==> src/rtl/rv_pkg.sv <==
// Shared RV32I definitions: base opcodes and the fetch sequencer states.
// Imported by next_pc_sel and fetch_unit.
package rv_pkg;

  localparam logic [6:0] LUI_OP   = 7'b0110111;
  localparam logic [6:0] AUIPC_OP = 7'b0010111;
  localparam logic [6:0] JAL_OP   = 7'b1101111;
  localparam logic [6:0] JALR_OP  = 7'b1100111;
  localparam logic [6:0] BR_OP    = 7'b1100011;
  localparam logic [6:0] LOAD_OP  = 7'b0000011;
  localparam logic [6:0] STORE_OP = 7'b0100011;
  localparam logic [6:0] OPIMM_OP = 7'b0010011;
  localparam logic [6:0] OP_OP    = 7'b0110011;

  typedef enum logic [1:0] {
    FETCH = 2'd0,
    WAIT  = 2'd1,
    EXEC  = 2'd2,
    FAULT = 2'd3
  } fetch_state_t;

endpackage

==> src/rtl/next_pc_sel.sv <==
// Combinational next-PC mux: JALR > JAL > taken branch > pc+4.
// Ports: pc_i, opcode_i, branch_taken_i, jump_target_i, jal_offset_i -> next_pc_o.
module next_pc_sel
  import rv_pkg::*;
#(
  parameter int WIDTH = 32
) (
  input  logic [WIDTH-1:0] pc_i,
  input  logic [6:0]       opcode_i,
  input  logic             branch_taken_i,
  input  logic [WIDTH-1:0] jump_target_i,
  input  logic [WIDTH-1:0] jal_offset_i,
  output logic [WIDTH-1:0] next_pc_o
);

  logic is_jalr;
  logic is_jal;
  logic is_br_tk;

  assign is_jalr  = (opcode_i == JALR_OP);
  assign is_jal   = (opcode_i == JAL_OP);
  assign is_br_tk = (opcode_i == BR_OP) && branch_taken_i;

  // Opcodes are distinct, so the three selects are mutually exclusive.
  always_comb begin
    next_pc_o = pc_i + WIDTH'(4);
    unique case (1'b1)
      is_jalr:  next_pc_o = jump_target_i;
      is_jal:   next_pc_o = pc_i + jal_offset_i;
      is_br_tk: next_pc_o = jump_target_i;
      default:  next_pc_o = pc_i + WIDTH'(4);
    endcase
  end

endmodule

==> src/rtl/fetch_unit.sv <==
// PC register + fetch FSM (FETCH/WAIT/EXEC[/FAULT]) feeding execute.
// Ports: imem req/rsp handshake, instr/pc/instr_valid out, commit + execute results in.
// Optional FETCH_MISALIGN_TRAP_EN: misaligned next_pc raises sticky fetch_fault.
module fetch_unit
  import rv_pkg::*;
#(
  parameter int               WIDTH    = 32,
  parameter logic [WIDTH-1:0] RESET_PC = '0
) (
  input  logic             clk,
  input  logic             rst_n,
  output logic             imem_req_valid,
  input  logic             imem_req_ready,
  output logic [WIDTH-1:0] imem_addr,
  input  logic             imem_rsp_valid,
  input  logic [31:0]      imem_rsp_data,
  output logic [31:0]      instr,
  output logic             instr_valid,
  output logic [WIDTH-1:0] pc,
  input  logic             commit,
  input  logic [6:0]       opcode,
  input  logic             branch_taken,
  input  logic [WIDTH-1:0] jump_target,
  input  logic [WIDTH-1:0] jal_offset,
  output logic             fetch_fault
);

  fetch_state_t     state_q, state_d;
  logic [WIDTH-1:0] pc_q, pc_d;
  logic [WIDTH-1:0] next_pc;
  logic [31:0]      instr_q, instr_d;
  logic             iv_q, iv_d;
  logic             fault_q, fault_d;

  next_pc_sel #(.WIDTH(WIDTH)) u_npc (
    .pc_i           (pc_q),
    .opcode_i       (opcode),
    .branch_taken_i (branch_taken),
    .jump_target_i  (jump_target),
    .jal_offset_i   (jal_offset),
    .next_pc_o      (next_pc)
  );

`ifndef FETCH_MISALIGN_TRAP_EN
  localparam logic [WIDTH-1:0] ALIGN_MASK = ~WIDTH'(3);
`endif

  always_comb begin
    state_d = state_q;
    pc_d    = pc_q;
    instr_d = instr_q;
    iv_d    = iv_q;
    fault_d = fault_q;
    unique case (state_q)
      FETCH: begin
        if (imem_req_ready) state_d = WAIT;
      end
      WAIT: begin
        if (imem_rsp_valid) begin
          instr_d = imem_rsp_data;
          iv_d    = 1'b1;
          state_d = EXEC;
        end
      end
      EXEC: begin
        if (commit) begin
          iv_d    = 1'b0;
          state_d = FETCH;
`ifdef FETCH_MISALIGN_TRAP_EN
          pc_d = next_pc;
          if (next_pc[1:0] != 2'b00) begin
            fault_d = 1'b1;
            state_d = FAULT;
          end
`else
          pc_d = next_pc & ALIGN_MASK;
`endif
        end
      end
      FAULT: begin
        state_d = FAULT;
      end
      default: state_d = FETCH;
    endcase
  end

  always_ff @(posedge clk or negedge rst_n) begin
    if (!rst_n) begin
      state_q <= FETCH;
      pc_q    <= RESET_PC;
      instr_q <= '0;
      iv_q    <= 1'b0;
      fault_q <= 1'b0;
    end else begin
      state_q <= state_d;
      pc_q    <= pc_d;
      instr_q <= instr_d;
      iv_q    <= iv_d;
      fault_q <= fault_d;
    end
  end

  // Gate with rst_n so the request drops the instant reset asserts.
  assign imem_req_valid = rst_n && (state_q == FETCH);
  assign imem_addr      = pc_q;
  assign pc             = pc_q;
  assign instr          = instr_q;
  assign instr_valid    = iv_q;
  assign fetch_fault    = fault_q;

endmodule
==> config.mk <==
export PLATFORM = sky130hd
export DESIGN_NAME = fetch_unit
export DESIGN_NICKNAME = d
export VERILOG_FILES = /design/src/rtl/rv_pkg.sv /design/src/rtl/next_pc_sel.sv /design/src/rtl/fetch_unit.sv
export SDC_FILE = /design/constraint.sdc
export NUM_CORES = 1
export LEC_CHECK = 0
export CAP_MARGIN = 15
export CORE_MARGIN = 3
export CORE_UTILIZATION = 30
export CTS_CLUSTER_DIAMETER = 60
export DETAILED_ROUTE_END_ITERATION = 6
export REMOVE_ABC_BUFFERS = 1
export SLEW_MARGIN = 20
export SYNTH_ARGS = -nofsm -noshare
export SYNTH_HDL_FRONTEND = slang
export SYNTH_SLANG_ARGS = --single-unit
==> constraint.sdc <==
create_clock -name clk -period 3.8 [get_ports clk]
set_clock_uncertainty 0.2 [all_clocks]
set_input_delay 0.76 -clock clk [delete_from_list [all_inputs] [get_ports clk]]
set_output_delay 0.76 -clock clk [all_outputs]
set_load 0.05 [all_outputs]
==> impl_metrics.yaml, run 1 <==
status:
  status: "finished clean"
finish:
  antennaDiodeCount: 0
  area_growth_pct: 63.64
  nNetsFinal: 934
  drive_above_1_share: 0.2277
  fin_area_sq_um: 7879
logic_synthesis:
  synthXorXnorAreaFrac: 0.04548
  synth_top_family_by_area: "compound AO/OA/AOI/OAI gates"
  synth_adder_area_share: 0.08992
  synth_seq_cells: 65
  yosysUniqueCellTypes: 56
  synth.largest_area_cell: "dfrtp_1"
  synthTopCellsByCount: "a21oi_1, dfrtp_1, nand2_1"
  postSynthCellCount: 540
  syn-cell-area_sq_um: 4815
  ys_seq_area_frac: 0.3378
  yosys.area_share.simple: 0.1590
  ys.flop_type: "dfrtp_1"
  netlist.area_leader.share: 0.3378
  synth.most_common_cell: "a21oi_1"
  synth_compound_area_frac: 0.2022
  syn_avg_cell_area_sq_um: 8.916
  synth_mux_area_frac: 0.08134
  ys_warn_count: 0
  synthTopCellsByArea: "dfrtp_1, ha_1, mux2_2"
  async_reset_ff_frac: 1.000
  synth_edf_count: 0
detailed_routing:
  wl_mm: 16.64
  detail-route-antenna-nets: 0
  firstDrtPassIters: 4
  drcViolationCount: 0
  routedWlPerCell_um: 16.54
  vias: 4862
  via_per_inst: 4.833
  drt_iter0_drc: 267
sta:
  finalMaxSlewViolations: 0
  final_hold_viol_count: 0
  tns_ns: 0
  setup_violations: 0
  period_needed_ns: 3.691
  min_period_over_period: 0.9713
  whs_ns: 0.3069
  slew_headroom: 0.4094
  fmax_mhz: 270.9
  tightest_slew_ns: 0.8859
global_route:
  overflow: 0
  grt_pass1_vias: 5259
  grt_pass1_wl_mm: 26.67
  grt_use_total: 0.1865
  antenna_found_initial: 1
  grt_max_degree: 66
cts:
  htreeDepth: 3
  clk_path_buf_depth: 2
  cts_tree: "built"
  cts-buffers-inserted: 9
  root_buffer: "clkbuf_16"
  hold_buffers: 0
  clk_pin_slew_ns: 0.05
  clk_latency_ns: 0.34
  cts.sinks: 65
setup_path:
  critPathKind: "in -> reg"
  timing.reg2reg.worst_path_depth: 10
  cp-end-kind: "register"
  required_ns: 3.81
  timing.rr.end: "imem_addr[30]"
  r2r_slack_ns: 1.02
  timing.rr.start: "imem_addr[2]"
  cp_max_fo: 4
  worstSetupStartpointType: "input pin"
  crit_arrival_ns: 3.70
power_and_ir_drop:
  p_clk_frac: 0.135
  comb_power_share: 0.657
  powerDensity_nw_per_um2: 800.0
  switching_share: 0.5062
  p_switching_mw: 3.191
  ir_drop_mv: 0.5595
  intPower_mw: 3.112
  power.leakage_nw: 3.512
  p_seq_frac: 0.207
die:
  ios: 208
  initial_core_util: 0.3121
  dieArea_sq_um: 17610
  fp.dieW_um: 132.7
  core_sq_um: 15430
  die_y_um: 132.7
  rows: 45
job:
  timing.max_cap.violations: 0
min_path:
  hold-path-endpoint: "instr[19]"
  holdCritStartpoint: "instr[19]"
  hold_path_depth: 1
  min_path_type: "reg -> reg"
placed_design:
  post_dp_cell_area_sq_um: 7325
  gp_congestion: 0.8953
  hpwl_mm: 12.19
  portBuffers: 198
flip-flops by register name, summed over array words and instances, names as in the netlist:
register,count
imem_addr,30
instr,32
instr_valid,1
state_q,2
through the flow:
stage               setup WS, ns    util  instances  power (mW)
floorplan                -0.1245       -        484       3.800
global placement         -0.6186  0.4748        975       5.307
detailed placement       -0.6541  0.4748        975       5.362
CTS                     0.006502  0.5032       1002       6.309
global route            -0.07240  0.5107       1006       6.642
finish                    0.1092  0.5107       1006       6.303
cell families (layout without fill, tap and decap cells):
logic type                 count (synthesis)  after routing
adders and majority gates                 34             34
other                                      1              5
and+or+nand+nor                          154            154
buffers and inverters                     70            321
DFF                                       65             65
muxes                                     35             35
AOI/OAI and AO/OA                        156            156
xor gates and xnor gates                  25             25
per-layer routing:
metal  global-route usage  share of wire  vias up  wire, um
met3              0.06616          0.094       17      1557
li1                     -              -     2369         -
met2               0.3052           0.46      178      7716
met5                    0              0        -         0
met4              0.06524          0.016        0       265
met1               0.2281           0.43     2298      7097
power groups by stage:
| stage | combinational (mW) | sequential (mW) | clock (mW) |
|---|---|---|---|
| 6_report | 4.14 | 1.31 | 0.853 |
| 5_1_grt | 4.38 | 1.37 | 0.899 |
| 4_1_cts | 4.13 | 1.31 | 0.874 |
| 3_5_place_dp | 4.05 | 1.31 | 0 |
| 3_3_place_gp | 4.02 | 1.29 | 0 |
| 2_1_floorplan | 0.969 | 2.83 | 0 |
timing repair:
action | CTS | global route
buffers inserted | 10 | 5
gates resized for setup | 18 | 25
pin swaps | 12 | 13
endpoints found under the setup margin | 16 | 20
gates cloned | 2 | 0
layout make-up:
cell class	instances	area, sq um
clock buffer	10	239.0
fill	1479	7548
tap	211	264.0
clock inverter	5	56.30
multi-input combinational	409	2930
inverter	10	37.54
sequential	65	1627
timing repair buffer	296	2725
cells in the final DEF, fill, tap and decap left out, types with 3 or more instances in the layout:
cell type	synthesis	layout
nor3_1	4	3
nor2b_1	3	3
o21ai_2	1	3
ha_1	33	30
nand2_1	50	49
o21ai_0	30	26
inv_1	10	10
or3_1	3	3
dfrtp_1	65	65
a21oi_2	0	3
buf_4	36	93
clkdlybuf4s50_1	0	191
nand4_1	9	9
xor2_1	8	8
o21a_1	5	5
a21o_1	13	13
xnor2_1	17	15
and3_1	15	15
and2_1	31	29
o21ai_1	8	10
a31oi_1	7	6
a21oi_1	68	64
conb_1	1	5
mux2_2	33	33
nand3_1	5	5
nor2_1	27	26
o21bai_1	3	3
clkbuf_16	0	9
buf_6	0	3
critical path, cell delays in order:
cell             delay [ns]
clkdlybuf4s15_1        0.16
nor2b_1                0.15
nand4_1                0.13
buf_6                  0.15
or3_1                  0.35
ha_2                   0.19
fa_2                   0.38
a21oi_4                0.19
o21ai_2                0.10
a211o_1                0.33
a41o_1                 0.22
a21oi_2                0.23
o21ai_2                0.08
xor2_1                 0.14
a2bb2oi_1              0.13
worst max path at each step:
stage,startpoint,to
final,opcode[6],imem_addr[30]
after floorplan,opcode[6],imem_addr[31]
after global placement,opcode[6],imem_addr[30]
after detailed placement,opcode[6],imem_addr[30]
after global routing,opcode[6],imem_addr[25]
after CTS,opcode[5],imem_addr[30]
Power figures use the tool's default switching activity.
==> inputs of run 2 (changes only) <==
--- a/config.mk
+++ b/config.mk
@@ -7,11 +7,13 @@
 export LEC_CHECK = 0
 export CAP_MARGIN = 15
 export CORE_MARGIN = 3
-export CORE_UTILIZATION = 30
+export CORE_UTILIZATION = 35
 export CTS_CLUSTER_DIAMETER = 60
 export DETAILED_ROUTE_END_ITERATION = 6
+export PLACE_DENSITY = 0.68
 export REMOVE_ABC_BUFFERS = 1
 export SLEW_MARGIN = 20
 export SYNTH_ARGS = -nofsm -noshare
 export SYNTH_HDL_FRONTEND = slang
 export SYNTH_SLANG_ARGS = --single-unit
+export TNS_END_PERCENT = 1
==> impl_metrics.yaml, run 2 (synthesized netlist as in run 1, its figures left out) <==
status:
  status: "finished clean"
global_route:
  overflow: 0
  grt_max_degree: 37
  grt_pass1_vias: 4900
  grt_pass1_wl_mm: 24.01
  grt_use_total: 0.1997
  antenna_found_initial: 0
cts:
  clk_latency_ns: 0.34
  cts-buffers-inserted: 9
  clk_path_buf_depth: 2
  clk_pin_slew_ns: 0.06
  root_buffer: "clkbuf_16"
  hold_buffers: 0
  htreeDepth: 3
  cts.sinks: 65
  cts_tree: "built"
power_and_ir_drop:
  report.power.total_mw: 6.372
  p_switching_mw: 3.181
  p_seq_frac: 0.206
  ir_drop_mv: 0.4331
  powerDensity_nw_per_um2: 801.7
  power.leakage_nw: 3.509
  switching_share: 0.4992
  intPower_mw: 3.191
  comb_power_share: 0.652
  p_clk_frac: 0.143
setup_path:
  max_stage_delay_ns: 0.50
  required_ns: 3.78
  critPathKind: "in -> reg"
  cpMaxStageDelayCell: "clkdlybuf4s50_1"
  worstSetupStartpointType: "input pin"
  r2r_slack_ns: 1.00
  timing.reg2reg.worst_path_depth: 11
  timing.rr.start: "imem_addr[2]"
  crit_chain: "clkdlybuf4s50_1, nand2_1, or3_1, ha_4, fa_2, a21oi_4, o21ai_2, a211o_1, a41o_1, buf_4, xnor2_2, nor2_1, a21oi_1, o21ai_0"
  cp-end-kind: "register"
  cp_max_fo: 2
  crit_arrival_ns: 3.73
  timing.rr.end: "imem_addr[14]"
finish:
  nNetsFinal: 928
  area_growth_pct: 65.07
  multiInputGateArea_sq_um: 3047
  instances_no_fill: 966
  largest_reg_flops: 32
  fillers: 1165
  register_area_sq_um: 1627
  final_cell_mix: "clkdlybuf4s50_1, buf_4, dfrtp_1, a21oi_1, nand2_1"
  drive_above_1_share: 0.2354
  antennaDiodeCount: 0
  final_common_cell: "clkdlybuf4s50_1"
sta:
  final_hold_viol_count: 0
  fmax_mhz: 266.4
  tightest_slew_ns: 0.9313
  finalMaxSlewViolations: 0
  slew_headroom: 0.3777
  min_period_over_period: 0.9880
  whs_ns: 0.3023
  setup_violations: 0
  period_needed_ns: 3.754
detailed_routing:
  wl_mm: 15.80
  drt_iter0_drc: 186
  firstDrtPassIters: 6
  via_per_inst: 5.002
  vias: 4832
  detail-route-antenna-nets: 0
  drcViolationCount: 0
  routedWlPerCell_um: 16.36
placed_design:
  portBuffers: 198
  gp_congestion: 0.8775
  hpwl_mm: 12.01
  dp_cells: 939
die:
  fp.dieW_um: 123.3
  initial_core_util: 0.3607
  rows: 42
  ios: 208
  die_y_um: 123.3
  core_sq_um: 13350
  dieArea_sq_um: 15200
min_path:
  hold_path_depth: 1
  hold-path-endpoint: "instr[12]"
  holdCritStartpoint: "instr[12]"
  min_path_type: "reg -> reg"
job:
  timing.max_cap.violations: 0
[run 2: cell count changes in the layout (fill, tap and decap cells not counted), sizes merged]
cell / delta
clkbuf: -2
clkdlybuf4s15: -1
dlymetal6s2s: +3
clkdlybuf4s50: +1
dlygate4sd2: -1
clkinvlp: +1
bufinv: +1
buf: -6
clkinv: -1
[run 2: cell type report]
type | count | share of cell area
inverter | 10 | 0.004723
sequential | 65 | 0.2047
timing repair buffer | 290 | 0.3391
multi-input combinational | 409 | 0.3833
clock buffer | 10 | 0.02881
tap | 176 | 0.02771
clock inverter | 6 | 0.01165
[run 2: power by group through the flow]
stage	sequential [mW]	clock (mW)	combinational, mW
floorplan	2.83	0	0.969
global placement	1.28	0	4.00
detailed placement	1.30	0	4.04
CTS	1.30	0.928	4.08
global route	1.36	0.953	4.38
finish	1.31	0.909	4.15
[run 2: how the worst max path moves through the flow]
stage,startpoint,end,slack (ns),depth (start not counted)
floorplan,opcode[6],imem_addr[31],-0.12,13
global placement,opcode[6],imem_addr[30],-0.53,14
detailed placement,opcode[6],imem_addr[30],-0.55,14
CTS,opcode[6],imem_addr[14],0.02,15
global route,opcode[2],imem_addr[14],-0.08,14
finish,opcode[3],imem_addr[14],0.05,14
[run 2: repair_timing]
action / in CTS / in global routing
pin swaps: 11 / 25
setup buffers: 4 / 7
resized for setup: 12 / 39
endpoints found under the setup margin: 16 / 19
cloned: 0 / 1
[run 2: per-stage QoR]
stage / area (sq um) / setup TNS (ns) / utilization / setup slack, ns
floorplan: 4466 / -0.2775 / - / -0.1245
global placement: 7276 / -7.781 / 0.5451 / -0.5341
detailed placement: 7276 / -8.528 / 0.5451 / -0.5491
CTS: 7681 / 0 / 0.5755 / 0.01993
global route: 7948 / -0.09269 / 0.5954 / -0.08391
finish: 7948 / 0 / 0.5954 / 0.04555
[run 2: metal layers]
metal | wire length (um) | share of wire | up-vias | global-route usage
li1 | - | - | 2368 | -
met1 | 6784 | 0.43 | 2318 | 0.2612
met2 | 8060 | 0.51 | 128 | 0.3405
met3 | 667 | 0.042 | 18 | 0.02425
met4 | 290 | 0.018 | 0 | 0.06920
met5 | 0 | 0 | - | 0
[run 2: critical path: cells and delay by family]
family                     cells  cell delay (ns)
AOI/OAI and AO/OA              6             1.07
xor gates and xnor gates       1             0.12
adders and majority gates      2             0.57
buffers and inverters          2             0.66
and+or+nand+nor                3             0.54
